`src/rtl/note_scheduler.sv`:
```
// note_scheduler
// Monophonic key scheduler for the digital piano. Samples eight raw key
// levels (C4..C5), picks one note by last-pressed priority, and drives a
// single square-wave tone from one shared programmable half-period divider.
// A silence gap is inserted on every note change so the speaker output never
// sees a truncated or glitched half-period.
//
// Ports:
//   clk      in   system clock
//   reset    in   synchronous, active-high reset
//   keys     in   [NKEYS-1:0] raw key levels, 1 = pressed, asynchronous to clk
//                 (index 0 = C4 ... index 7 = C5)
//   tone     out  registered square wave for the speaker pin
//   active   out  high while in GAP or PLAY
//   note_idx out  [2:0] current note; holds its last value in IDLE
module note_scheduler #(
    parameter int NKEYS      = 8,
    parameter int CLK_HZ     = 50000000,
    parameter int GAP_CYCLES = 50000
) (
    input  logic             clk,
    input  logic             reset,
    input  logic [NKEYS-1:0] keys,
    output logic             tone,
    output logic             active,
    output logic [2:0]       note_idx
);

    localparam int GW = $clog2(GAP_CYCLES + 1);

    typedef enum logic [1:0] {
        IDLE = 2'd0,
        GAP  = 2'd1,
        PLAY = 2'd2
    } state_t;

    state_t           state, state_nx;
    logic [NKEYS-1:0] ks1, ks, kp;
    logic [NKEYS-1:0] rise, held;
    logic [16:0]      div_cnt, div_nx, half_cur;
    logic [GW-1:0]    gap_cnt, gap_nx;
    logic             tone_nx;
    logic [2:0]       note_nx, new_key, fb_key;
    logic             any_rise, any_held, cur_held;

    // Half-period in clk cycles for each note of the built-in table.
    function automatic logic [16:0] half_of(input logic [2:0] i);
        case (i)
            3'd0:    half_of = 17'(CLK_HZ / (2 * 262));
            3'd1:    half_of = 17'(CLK_HZ / (2 * 294));
            3'd2:    half_of = 17'(CLK_HZ / (2 * 330));
            3'd3:    half_of = 17'(CLK_HZ / (2 * 349));
            3'd4:    half_of = 17'(CLK_HZ / (2 * 392));
            3'd5:    half_of = 17'(CLK_HZ / (2 * 440));
            3'd6:    half_of = 17'(CLK_HZ / (2 * 494));
            default: half_of = 17'(CLK_HZ / (2 * 523));
        endcase
    endfunction

    // Two-flop synchronizer followed by a previous-sample register for edge
    // detection.
    always_ff @(posedge clk) begin
        if (reset) begin
            ks1 <= '0;
            ks  <= '0;
            kp  <= '0;
        end else begin
            ks1 <= keys;
            ks  <= ks1;
            kp  <= ks;
        end
    end

    assign rise     = ks & ~kp;
    assign held     = ks;
    assign any_rise = |rise;
    assign any_held = |held;
    assign cur_held = held[note_idx];
    assign half_cur = half_of(note_idx);

    // New key: highest index among simultaneous rises (later iterations win).
    always_comb begin
        new_key = '0;
        for (int i = 0; i < NKEYS; i++) begin
            if (rise[i]) new_key = 3'(i);
        end
    end

    // Fallback key: lowest index still held (descending loop, last hit wins).
    always_comb begin
        fb_key = '0;
        for (int i = NKEYS - 1; i >= 0; i--) begin
            if (held[i]) fb_key = 3'(i);
        end
    end

    always_ff @(posedge clk) begin
        if (reset) begin
            state    <= IDLE;
            note_idx <= '0;
            div_cnt  <= '0;
            gap_cnt  <= '0;
            tone     <= 1'b0;
        end else begin
            state    <= state_nx;
            note_idx <= note_nx;
            div_cnt  <= div_nx;
            gap_cnt  <= gap_nx;
            tone     <= tone_nx;
        end
    end

    // active decodes the state register only, so there is no path from keys.
    assign active = (state != IDLE);

    always_comb begin
        state_nx = state;
        note_nx  = note_idx;
        div_nx   = div_cnt;
        gap_nx   = gap_cnt;
        tone_nx  = tone;
        case (state)
            IDLE: begin
                tone_nx = 1'b0;
                if (any_rise) begin
                    state_nx = PLAY;
                    note_nx  = new_key;
                    div_nx   = '0;
                end
            end
            PLAY: begin
                // A rise takes priority over a release in the same cycle.
                if (any_rise) begin
                    state_nx = GAP;
                    note_nx  = new_key;
                    tone_nx  = 1'b0;
                    gap_nx   = '0;
                end else if (!cur_held && any_held) begin
                    state_nx = GAP;
                    note_nx  = fb_key;
                    tone_nx  = 1'b0;
                    gap_nx   = '0;
                end else if (!cur_held) begin
                    state_nx = IDLE;
                    tone_nx  = 1'b0;
                end else if (div_cnt == half_cur - 17'd1) begin
                    tone_nx = ~tone;
                    div_nx  = '0;
                end else begin
                    div_nx = div_cnt + 17'd1;
                end
            end
            GAP: begin
                tone_nx = 1'b0;
                if (any_rise) begin
                    note_nx = new_key;
                    gap_nx  = '0;
                end else if (!cur_held && any_held) begin
                    note_nx = fb_key;
                    gap_nx  = '0;
                end else if (!cur_held) begin
                    state_nx = IDLE;
                end else if (gap_cnt == GW'(GAP_CYCLES - 1)) begin
                    state_nx = PLAY;
                    div_nx   = '0;
                end else begin
                    gap_nx = gap_cnt + GW'(1);
                end
            end
            default: begin
                state_nx = IDLE;
                tone_nx  = 1'b0;
            end
        endcase
    end

endmodule

```
`config.mk`:
```
export PLATFORM = sky130hd
export DESIGN_NAME = note_scheduler
export DESIGN_NICKNAME = d
export VERILOG_FILES = /design/src/rtl/note_scheduler.sv
export SDC_FILE = /design/constraint.sdc
export NUM_CORES = 1
export LEC_CHECK = 0
export CAP_MARGIN = 10
export CORE_MARGIN = 2
export CORE_UTILIZATION = 55
export CTS_CLUSTER_DIAMETER = 120
export CTS_CLUSTER_SIZE = 8
export DETAILED_ROUTE_END_ITERATION = 12
export PLACE_DENSITY = 0.76
export SLEW_MARGIN = 20
export SYNTH_ARGS = -nofsm -noshare
export SYNTH_HDL_FRONTEND = slang
export SYNTH_SLANG_ARGS = --single-unit
```
`constraint.sdc`:
```
create_clock -name clk -period 3 [get_ports clk]
set_input_delay 0.45 -clock clk [delete_from_list [all_inputs] [get_ports clk]]
set_output_delay 0.45 -clock clk [all_outputs]
set_load 0.1 [all_outputs]
```
==> metrics <==
Total GRT Usage 23.0%; FF+latch area 1270 um2; I/O pins 15; RSZ-0062 raised after global routing false; crit-path max FO 19; Core Rows 29; highest clock rate 358 MHz; clk sinks 63; CP arrival 3.03 ns; n_diodes 0; Die H 83.8 um; Setup CP Type flip-flop to flip-flop; Seq/Total Area, Yosys 36.0%; Slew @ Worst Pin 0.618 ns; first-pass GRT wire length 13.3 mm; # DRC 0; Mean Syn Cell Area 8.58 um2; largest area contributor in the netlist dfxtp_1; Max IR drop VDD 541 uV; Period minus WS final 2.80 ns; Fin. Hold Viols 0; CP required 3.23 ns; Reg clk slew, reported paths 0.08 ns; largest net degree at the start of global routing 30; max-cap check violation count 0; Root Buffer clkbuf_8; antenna violations before repair 0; GPL Wtd Cong 0.933; number of vias per cell 5.98; GRT overflow 0; CP Launch Type flip-flop; core area 6240 um2; vias post-DR 2986; PD cells 719 nW/um2; TritonRoute pass-1 iters 4; area used by multi-input combinational logic 2030 um2; Resize count post-CTS 0; DR iter-0 viols 228; Setup Buffers After CTS 0; Seq cells post-synth 63; ys async rst share 0%; CTS buffer count 9; Rel. slew slack 58.7%; Final period util 93.2%; proportion of layout cells with a drive suffix above 1 12.1%; vias in the first global route 2961; Hold Buf Count CTS 0; TritonCTS clock tree yes; top cells by count, synth dfxtp_1, nor2_1, nor2b_1; starting density of the core 56.1%; Syn Inst Count 408; final-stage net count 434; Area Growth Syn to Fin 10.7%; ANT nets after route 0; DRT Wirelength 7.69 mm; dominant synthesized flop cell dfxtp_1; YS warnings 0; die area 7020 um2; Final Power 2.78 mW; IO buf count 14; setup violators final 0; Die Wd 83.8 um; clk_skew 0.0139 ns; Hold Crit Class flip-flop to flip-flop; Detailed Place HPWL 5.40 mm; syn_nets 425; cell with the most instances after synthesis dfxtp_1; Leak 1.46 nW; Unique masters post-synth 68; share of the synthesized area in the top cell type 36.0%; setup tns final 0 ns; status finished, final reports clean; final slew viol count 0; H-tree depth 3; crit end category flip-flop; number of enable flip-flop cells after synthesis 0; Avg WL per Cell 15.4 um; top post-synthesis cells by area dfxtp_1, nor2_1, nor2b_1; FILL cells 550; Bufs on Longest Clock Path 2; Clk Latency, worst-skew pair 0.35 ns; hold slack 0.437 ns; Post-Syn Area 3500 um2
-- layout make-up --
| class | count | area share, % |
|---|---|---|
| clock buffer | 9 | 3.20 |
| clock inverter | 7 | 2.68 |
| inverter | 16 | 1.55 |
| multi-input combinational | 306 | 52.3 |
| sequential | 63 | 32.8 |
| tap | 77 | 2.49 |
| timing repair buffer | 21 | 4.97 |
-- final timing paths --
| kind | startpoint | to | slack, ns | cells after the start |
|---|---|---|---|---|
| setup / recovery | note_idx[1] | div_cnt[3] | 0.20 | 10 |
| hold / removal | ks1[6] | held[6] | 0.44 | 1 |
| setup reg to reg | note_idx[1] | div_cnt[3] | 0.20 | 10 |
| hold reg to reg | ks1[6] | held[6] | 0.44 | 1 |
-- cell usage in the layout, fill, tap and decap left out, drive strengths merged, types with 6 or more instances in the layout --
cell type	instances
a211oi	6
a21oi	23
a31oi	6
and3	17
buf	12
clkbuf	9
clkdlybuf4s50	9
dfxtp	63
ha	7
inv	18
mux2i	7
nand2	16
nand2b	14
nand3	14
nand3b	6
nand4	12
nor2	48
nor2b	25
o21ai	18
xnor2	8
xor2	17
-- critical path: stages (launching register included) --
cell and delay [ns]:
dfxtp_4 0.47, and2b_1 0.24, ha_1 0.26, xnor2_1 0.17, buf_4 0.16, a221o_1 0.31, a221oi_1 0.34, a31oi_1 0.28
o21bai_4 0.24, buf_12 0.16, nor2_1 0.06
-- logic make-up after synthesis --
kind of cell               count (synthesis)  synth area share (%)
and+or+nand+nor                          184                  29.8
adders and majority gates                  7                  2.50
AOI/OAI and AO/OA                         80                  15.7
xor gates and xnor gates                  25                  6.25
buffers and inverters                     39                  6.08
DFF                                       63                  36.0
muxes                                     10                  3.72
-- power breakdown --
part | internal (mW) | switching, mW
registers | 0.893 | 0.0704
logic | 0.334 | 0.649
clock network | 0.478 | 0.361
-- layer usage --
| metal | wire length (um) | up-vias | global-route usage [%] | part of all wire (%) |
|---|---|---|---|---|
| li1 | - | 1464 | - | - |
| met1 | 3540 | 1410 | 29.3 | 46 |
| met2 | 3660 | 96 | 36.6 | 48 |
| met3 | 344 | 16 | 4.75 | 4.5 |
| met4 | 152 | 0 | 11.9 | 2.0 |
| met5 | 0 | - | 0 | 0 |
-- flip-flops by register name, indices dropped and copies added (netlist names) --
register / cells
state: 2
tone: 1
ks1: 8
held: 8
note_idx: 3
div_cnt: 17
kp: 8
gap_cnt: 16
-- through the flow --
step | cells | util (%) | cell area [um2] | setup WS, ns
floorplan | 408 | - | 3510 | 0.0494
global placement | 482 | 58.1 | 3630 | 0.239
detailed placement | 482 | 58.1 | 3630 | 0.113
CTS | 498 | 61.7 | 3850 | 0.0901
global route | 499 | 62.1 | 3870 | 0.0411
finish | 499 | 62.1 | 3870 | 0.204
No activity file was read; power rests on OpenSTA's default activity.
